==> src/rtl/car_pass_generator.sv <==
// Two-beam (A, B) sensor waveform generator for entry/exit passes, with pass tallies.
// Optional car back-out support is built when BACKOUT_EN is defined.
module car_pass_generator #(
  parameter int unsigned STEP_CYCLES = 4,
  parameter int unsigned CNT_W       = 8
) (
  input  logic             CLK,
  input  logic             RESET,
  input  logic             start,
  input  logic             dir,
  input  logic             backout,
  output logic             A,
  output logic             B,
  output logic             busy,
  output logic             done,
  output logic             aborted,
  output logic [CNT_W-1:0] n_entries,
  output logic [CNT_W-1:0] n_exits
);

  localparam int unsigned    PhW    = 16;
  localparam logic [PhW-1:0] PhLast = PhW'(STEP_CYCLES - 1);

  typedef enum logic [2:0] {
    StIdle,
    StP1,
    StP2,
    StP3
`ifdef BACKOUT_EN
    , StBack1
`endif
  } state_e;

  state_e         state_q, state_d;
  logic [PhW-1:0] phase_q, phase_d;
  logic           dir_q, dir_d;
  logic           done_d, inc_entry, inc_exit, phase_last;
  logic [1:0]     beams_d;
`ifdef BACKOUT_EN
  logic           aborted_d;
`else
  logic           unused_backout;
  assign unused_backout = backout;
  assign aborted        = 1'b0;
`endif

  assign phase_last = (phase_q == PhLast);

  always_comb begin
    state_d   = state_q;
    phase_d   = phase_q + PhW'(1);
    dir_d     = dir_q;
    done_d    = 1'b0;
    inc_entry = 1'b0;
    inc_exit  = 1'b0;
`ifdef BACKOUT_EN
    aborted_d = 1'b0;
`endif
    unique case (state_q)
      StIdle: begin
        phase_d = '0;
        if (start) begin
          state_d = StP1;
          dir_d   = dir;
        end
      end
      StP1: begin
        if (phase_last) begin
          state_d = StP2;
          phase_d = '0;
        end
      end
      StP2: begin
`ifdef BACKOUT_EN
        // A reversing car overrides the phase timer.
        if (backout) begin
          state_d = StBack1;
          phase_d = '0;
        end else
`endif
        if (phase_last) begin
          state_d = StP3;
          phase_d = '0;
        end
      end
      StP3: begin
        if (phase_last) begin
          state_d   = StIdle;
          phase_d   = '0;
          done_d    = 1'b1;
          inc_entry = ~dir_q;
          inc_exit  = dir_q;
        end
      end
`ifdef BACKOUT_EN
      StBack1: begin
        if (phase_last) begin
          state_d   = StIdle;
          phase_d   = '0;
          aborted_d = 1'b1;
        end
      end
`endif
      default: begin
        state_d = StIdle;
        phase_d = '0;
      end
    endcase
  end

  // Beam pattern for the state being entered, so A/B are registered with the state.
  always_comb begin
    beams_d = 2'b00;
    unique case (state_d)
      StP1:    beams_d = dir_d ? 2'b01 : 2'b10;
      StP2:    beams_d = 2'b11;
      StP3:    beams_d = dir_d ? 2'b10 : 2'b01;
`ifdef BACKOUT_EN
      StBack1: beams_d = dir_d ? 2'b01 : 2'b10;
`endif
      default: beams_d = 2'b00;
    endcase
  end

  always_ff @(posedge CLK) begin
    if (RESET) begin
      state_q   <= StIdle;
      phase_q   <= '0;
      dir_q     <= 1'b0;
      A         <= 1'b0;
      B         <= 1'b0;
      busy      <= 1'b0;
      done      <= 1'b0;
      n_entries <= '0;
      n_exits   <= '0;
`ifdef BACKOUT_EN
      aborted   <= 1'b0;
`endif
    end else begin
      state_q <= state_d;
      phase_q <= phase_d;
      dir_q   <= dir_d;
      A       <= beams_d[1];
      B       <= beams_d[0];
      busy    <= (state_d != StIdle);
      done    <= done_d;
      if (inc_entry) n_entries <= n_entries + CNT_W'(1);
      if (inc_exit)  n_exits   <= n_exits + CNT_W'(1);
`ifdef BACKOUT_EN
      aborted <= aborted_d;
`endif
    end
  end

endmodule

==> config.mk <==
export PLATFORM = sky130hd
export DESIGN_NAME = car_pass_generator
export DESIGN_NICKNAME = d
export VERILOG_FILES = /design/src/rtl/car_pass_generator.sv
export SDC_FILE = /design/constraint.sdc
export NUM_CORES = 1
export LEC_CHECK = 0
export CAP_MARGIN = 20
export CORE_ASPECT_RATIO = 1.2
export CORE_MARGIN = 10
export CORE_UTILIZATION = 51
export CTS_BUF_LIST = sky130_fd_sc_hd__clkbuf_8 sky130_fd_sc_hd__clkbuf_16
export CTS_CLUSTER_SIZE = 10
export DETAILED_ROUTE_END_ITERATION = 6
export PLACE_DENSITY = 0.74
export SETUP_SLACK_MARGIN = 0.3
export SYNTH_ARGS = -nofsm -noshare
export SYNTH_HDL_FRONTEND = slang
export SYNTH_SLANG_ARGS = --single-unit
==> constraint.sdc <==
create_clock -name CLK -period 3.5 [get_ports CLK]
set_input_delay 0.35 -clock CLK [delete_from_list [all_inputs] [get_ports CLK]]
set_output_delay 0.35 -clock CLK [all_outputs]
set_load 0.1 [all_outputs]
==> summary.txt, run 1 <==
Run status
  • Status: finished clean

Floorplanning
  • Initial cell density of the core: between 50% and 60%
  • FP Rows: 25
  • Top Ports: 26
  • Die width: 77.9 um
  • Placeable Area: about 0.004 mm^2
  • Die H: roughly 89 um
  • Die Area: 0.00696 mm^2

Detailed routing
  • DRT antenna net count: 0
  • Wirelength per Cell: 13.5 um
  • DRT iter0 DRCs: a little over 100
  • DR DRC count: 0
  • Total Wirelength: a little over 4000 um
  • Drt pass-1 iters: 4
  • Via count: ~1.7k
  • Vias per cell: 5.62

Logic synthesis
  • Share of the synthesized area in the top cell type: 39.1%
  • Ys flop type: dfxtp_1
  • Synth Instances: 229
  • EDFF count, synth: 0
  • FFs w/ async S/R, synth: 0%
  • Synth cell count leaders: dfxtp_1, nor2_1, a21oi_1
  • Area contributors post-synth: dfxtp_1, nor2_1, a21oi_1, mux2_1, mux2_2
  • Leading area contributor after synthesis: dfxtp_1
  • Sequential area share after synthesis: 39.1%
  • Mean post-synth cell area: just under 9 um^2
  • Most numerous cell in the Yosys netlist: dfxtp_1
  • Cell area after synthesis: 0.00205 mm^2
  • Cell variety after synth: 47
  • Yosys Warn Count: 0
  • Flop and latch count out of synthesis: 40

CTS
  • Cts-stage hold buffer count: 0
  • Clock Sinks: 40
  • Post-CTS sizing: 0
  • Num CTS Buffers: 5
  • Clock slew at reported path FFs: 0.08 ns
  • Clock Path Buffers: 2
  • Root Driver: clkbuf_8
  • CTS tree: yes
  • # H-tree levels: 2
  • Number of setup buffers added after CTS: 0
  • Clock latency on the worst-skew pair: approximately 0.3 ns

Hold path
  • HP Class: register to register
  • Worst hold stages: 1
  • Hold_sp: phase_q[0]$_SDFF_PP0_
  • Hold Path End: phase_q[0]$_SDFF_PP0_

Power and ir drop
  • Clock share of power: 43.1%
  • Comb pwr share: ~5.0%
  • Net switching power: 0.205 mW
  • Register share of total power: 51.8%
  • Switching share of power: 23.0%
  • Internal power: 0.687 mW
  • Leakage: about 0.80 nW
  • Worst vdd ir: 0.344 mV
  • PwrDens: 369 mW/mm^2

Final layout
  • Layout cells sized above 1: ~12%
  • Antenna cells: 0
  • Nets: roughly 260
  • Area growth syn-to-layout: 17.9%

GRT
  • Global Route Usage Sum: around 13%
  • Largest net degree at the start of global routing: 31
  • GRT overflow: 0
  • Antenna violations before repair: 0
  • Global-route wire length before repair: 7240 um
  • Vias in the first global route: around 1.6k

Timing
  • Final worst setup slack: between 1 and 1.5 ns
  • Final TNS setup: 0 ns
  • Pins Over Slew Limit: 0
  • Worst slew pin tran: 0.982 ns
  • Crit share post-route: 69.8%
  • Final setup fails: 0
  • RSZ-0062 raised after global routing: false
  • Final min period: 2.44 ns
  • Worst Skew: 0.00962 ns
  • Slew HR: between 30% and 40%
  • Fmax: a little over 400 MHz
  • Final Hold Viols: 0

Worst setup path
  • Crit-path max FO: 24
  • Reg-to-reg critical path endpoint: n_entries[0]$_SDFFE_PP0P_
  • CP Capture Type: register
  • R2R Setup Slk: 1.06 ns
  • Critical path startpoint category: register
  • Cells on worst reg2reg path: 5
  • Req. time, crit path: between 3 and 4 ns
  • Worst setup path class: register to register
  • Reg-to-reg startpoint: phase_q[0]$_SDFF_PP0_
  • CP Data Arrival Time: 2.63 ns

Placement
  • Post-DP HPWL: 2900 um
  • Placer Congestion: 0.789
  • I/O Buffers: 23
  • Setup WS pre-CTS: 1.07 ns

Flow run
  • Max cap viols: 0
[area by class of cell]
class | instances | area, um^2
clock buffer | 5 | 68.8
clock inverter | 3 | 46.3
fill | 357 | 1500
inverter | 6 | 22.5
multi-input combinational | 170 | 1160
sequential | 40 | 801
tap | 54 | 67.6
timing repair buffer | 26 | 253
[how the worst max path moves through the flow]
stage	from	endpoint	slack [ns]
after floorplan	n_entries[1]$_SDFFE_PP0P_	n_entries[7]$_SDFFE_PP0P_	1.22
after global placement	phase_q[0]$_SDFF_PP0_	n_entries[0]$_SDFFE_PP0P_	1.07
after detailed placement	phase_q[0]$_SDFF_PP0_	n_entries[0]$_SDFFE_PP0P_	1.07
after CTS	phase_q[0]$_SDFF_PP0_	n_entries[0]$_SDFFE_PP0P_	1.07
after global routing	phase_q[0]$_SDFF_PP0_	n_entries[0]$_SDFFE_PP0P_	0.83
final	phase_q[0]$_SDFF_PP0_	n_entries[0]$_SDFFE_PP0P_	1.06
[metal layers]
metal | wire length, um | track usage [%]
met5 | 0 | 0
met2 | 2020 | 21.9
met3 | 185 | 4.12
met4 | 70 | 5.81
met1 | 1820 | 14.0
[power groups by stage]
stage / Sequential [mW] / Clock (mW) / Combinational (mW)
floorplan: 0.479 / 0 / 0.0267
global placement: 0.473 / 0 / 0.0442
detailed placement: 0.473 / 0 / 0.0448
CTS: 0.462 / 0.398 / 0.0449
global route: 0.463 / 0.415 / 0.0486
finish: 0.462 / 0.384 / 0.0449
[critical path: stages (launching register included)]
cell     delay [ns]
dfxtp_1        0.39
ha_1           0.23
nor4b_2        0.29
nand4_2        0.55
nor3_1         0.51
mux2_2         0.37
[per-stage QoR]
stage | util (%) | std cells | cell area (um^2) | power (mW) | hold slack [ns]
final | 61.8 | 304 | 2410 | 0.892 | 0.478
after global routing | 61.8 | 304 | 2410 | 0.927 | 0.498
after CTS | 61.8 | 304 | 2410 | 0.905 | 0.482
after detailed placement | 58.8 | 296 | 2300 | 0.518 | 0.464
after global placement | 58.8 | 296 | 2300 | 0.517 | 0.456
after floorplan | - | 230 | 2050 | 0.506 | 0.440
[logic make-up (layout without fill, tap and decap cells)]
group / Yosys count / count (layout) / synth area share (%)
AOI/OAI and AO/OA: 37 / 37 / 10.7
xor gates and xnor gates: 9 / 9 / 3.85
adders and majority gates: 4 / 4 / 2.38
buffers and inverters: 20 / 40 / 4.64
DFF: 40 / 40 / 39.1
muxes: 13 / 13 / 6.96
other: 1 / 2 / 0.183
and+or+nand+nor: 105 / 105 / 32.2
[registers in the layout, indices dropped and copies added (netlist names)]
name       flops
phase_q       16
state_q        3
done           1
dir_q          1
n_exits        8
A              1
B              1
n_entries      8
busy           1
[layout by cell type (no fill, tap or decap), drive strengths merged, types with 3 or more instances in the layout]
| cell type | instances |
|---|---|
| nor2b | 9 |
| mux2i | 3 |
| and3 | 3 |
| inv | 7 |
| nor4 | 11 |
| buf | 3 |
| nor2 | 24 |
| a21oi | 16 |
| clkdlybuf4s50 | 23 |
| xnor2 | 5 |
| nand4 | 9 |
| nor4b | 3 |
| clkbuf | 5 |
| ha | 3 |
| and4 | 3 |
| dfxtp | 40 |
| or3 | 7 |
| nand3 | 9 |
| xor2 | 4 |
| o21ai | 9 |
| o31ai | 7 |
| nor3 | 6 |
| nand2 | 8 |
| mux2 | 10 |
| or4 | 6 |
Note: power is estimated with default switching activity, not from simulation.
==> run 2: changes to the inputs <==
==> constraint.sdc (replaced) <==
create_clock -name CLK -period 2.4 [get_ports CLK]
set_input_delay 0.24 -clock CLK [delete_from_list [all_inputs] [get_ports CLK]]
set_output_delay 0.24 -clock CLK [all_outputs]
set_load 0.1 [all_outputs]
==> run 2 against run 1 <==
Count of clock-buffer cells in the layout stayed put. Final cell count is 0.99% higher. Sequential share of layout area is 0.19 points higher.
==> summary.txt, run 2 (synthesis results as in run 1) <==
Run status
  • Status: finished clean

Timing
  • Final Hold Viols: 0
  • Final worst setup slack: between 0.3 and 0.4 ns
  • Final TNS setup: 0 ns
  • Crit share post-route: 83.5%
  • Final min period: between 2 and 2.5 ns
  • Fmax: about 500 MHz
  • Final setup fails: 0
  • RSZ-0062 raised after global routing: true
  • Worst Skew: roughly 0.011 ns
  • Pins Over Slew Limit: 0

GRT
  • Global routing's busiest layer: met2
  • Met2 Use GR: about a quarter
  • GRT overflow: 0
  • Routing usage on met1: 13.6%
  • Vias in the first global route: 1655
  • Antenna violations before repair: 0
  • Largest net degree at the start of global routing: 29
  • Global Route Usage Sum: 12.9%
  • Grt met3 use: under 10%
  • Global-route wire length before repair: 7470 um

Hold path
  • HP Class: register to register
  • Worst hold stages: 1

Final layout
  • Final core utilization: between 60% and 70%
  • Max reg flops: 16
  • Most frequent cells in the layout: dfxtp_1, buf_4, nor2_1
  • Nets: 260
  • Biggest regs: phase_q x16, n_entries x8, n_exits x8
  • Layout cells sized above 1: 22.9%
  • Design area: 0.00241 mm^2
  • Antenna cells: 0
  • Largest register by flop count: phase_q
  • Commonest non-fill, non-tap cell in the layout: dfxtp_1
  • Fill count: 362
  • Area growth syn-to-layout: 17.8%

Worst setup path
  • Worst path depth: 6
  • Critical path startpoint category: register
  • CP Buf/Inv Count: 1
  • Cells on worst reg2reg path: 6
  • CP delay by family, top: simple AND/OR/NAND/NOR gates
  • CP Data Arrival Time: 2.19 ns
  • Worst setup path class: register to register
  • CP Capture Type: register
  • Req. time, crit path: 2.59 ns
  • CP max stage cell: dfxtp_1
  • Worst path max stage delay: approximately 0.4 ns
  • CP cell instances: ha_2 > nor4b_4 > nand4_2 > buf_4 > nor4_1 > mux2_1
  • Crit-path max FO: 24

Placement
  • Setup WS pre-CTS: 0.248 ns
  • I/O Buffers: 23
  • Cell area after placement: approximately 0.0023 mm^2
  • Placer Congestion: a little under 0.8
  • Post-DP HPWL: 3010 um

Power and ir drop
  • Worst vdd ir: between 0.3 and 0.4 mV
  • Internal power: 0.993 mW
  • Register share of total power: 52.6%
  • Comb pwr share: under 10%
  • Clock share of power: 42.4%
  • PwrDens: 532 mW/mm^2
  • Leakage: 0.865 nW
  • Switching share of power: between 20% and 30%
  • Total power: 1.28 mW
  • Net switching power: 0.290 mW

Floorplanning
  • Placeable Area: 0.00391 mm^2
  • FP Rows: 25
  • Initial cell density of the core: roughly 52%
  • Die H: 89.4 um
  • Die Area: 0.00696 mm^2
  • Top Ports: 26
  • Die width: 77.9 um

CTS
  • Clock slew at reported path FFs: 0.08 ns
  • # H-tree levels: 2
  • Number of setup buffers added after CTS: 0
  • Cts-stage hold buffer count: 0
  • Num CTS Buffers: 5
  • Clock Path Buffers: 2
  • Root Driver: clkbuf_8
  • Clock latency on the worst-skew pair: a little under 0.3 ns
  • CTS tree: yes
  • Clock Sinks: 40

Detailed routing
  • Vias per cell: 5.55
  • DRT iter0 DRCs: 70
  • Total Wirelength: 4250 um
  • DRT antenna net count: 0
  • Via count: 1704
  • DR DRC count: 0
  • Drt pass-1 iters: 4
  • Wirelength per Cell: roughly 14 um

Flow run
  • Max cap viols: 0
==> run 2: changes by cell type in the layout (fill, tap and decap cells not counted), sizes merged <==
cell | previous run | this run
clkinv | 0 | 1
buf | 3 | 26
clkdlybuf4s50 | 23 | 3
clkinvlp | 1 | 0
==> run 2: power groups by stage <==
| stage | combinational (mW) | sequential, mW | clock, mW |
|---|---|---|---|
| 6_report | 0.0649 | 0.675 | 0.543 |
| 5_1_grt | 0.0704 | 0.675 | 0.585 |
| 4_1_cts | 0.0653 | 0.674 | 0.557 |
| 3_5_place_dp | 0.0652 | 0.690 | 0 |
| 3_3_place_gp | 0.0639 | 0.690 | 0 |
| 2_1_floorplan | 0.0390 | 0.699 | 0 |
==> run 2: worst reg2reg max path, stage by stage, from the launching register on <==
cell and delay (ns):
dfxtp_1 0.39, ha_2 0.25, nor4b_4 0.23, nand4_2 0.11, buf_4 0.24, nor4_1 0.33, mux2_1 0.35
==> run 2: what timing repair did <==
action,4_1_cts,5_1_grt
gates resized for setup,2,3
cloned,0,0
setup endpoints to repair,4,8
==> run 2: routing by layer <==
metal  share of wire [%]  vias up
li1                    -      880
met1                  40      793
met2                  52       25
met3                 5.9        6
met4                 1.3        0
met5                   0        -
==> run 2: worst paths after layout <==
kind / from / end / slack (ns)
setup reg to reg: phase_q[0]$_SDFF_PP0_ / n_exits[6]$_SDFFE_PP0P_ / 0.40
setup / recovery: phase_q[0]$_SDFF_PP0_ / n_exits[6]$_SDFFE_PP0P_ / 0.40
hold / removal: phase_q[0]$_SDFF_PP0_ / phase_q[0]$_SDFF_PP0_ / 0.48
hold reg to reg: phase_q[0]$_SDFF_PP0_ / phase_q[0]$_SDFF_PP0_ / 0.48
==> run 2: area by class of cell <==
type | instances | area, um^2 | share of cell area (%)
tap | 54 | 67.6 | 2.80
multi-input combinational | 170 | 1180 | 49.1
inverter | 6 | 22.5 | 0.934
timing repair buffer | 29 | 225 | 9.34
clock inverter | 3 | 38.8 | 1.61
clock buffer | 5 | 68.8 | 2.85
sequential | 40 | 805 | 33.4
==> run 2: per-stage QoR <==
stage / std cells / hold slack [ns]
3_3_place_gp: 299 / 0.458
6_report: 307 / 0.483
4_1_cts: 307 / 0.484
3_5_place_dp: 299 / 0.467
5_1_grt: 307 / 0.525
2_1_floorplan: 230 / 0.424
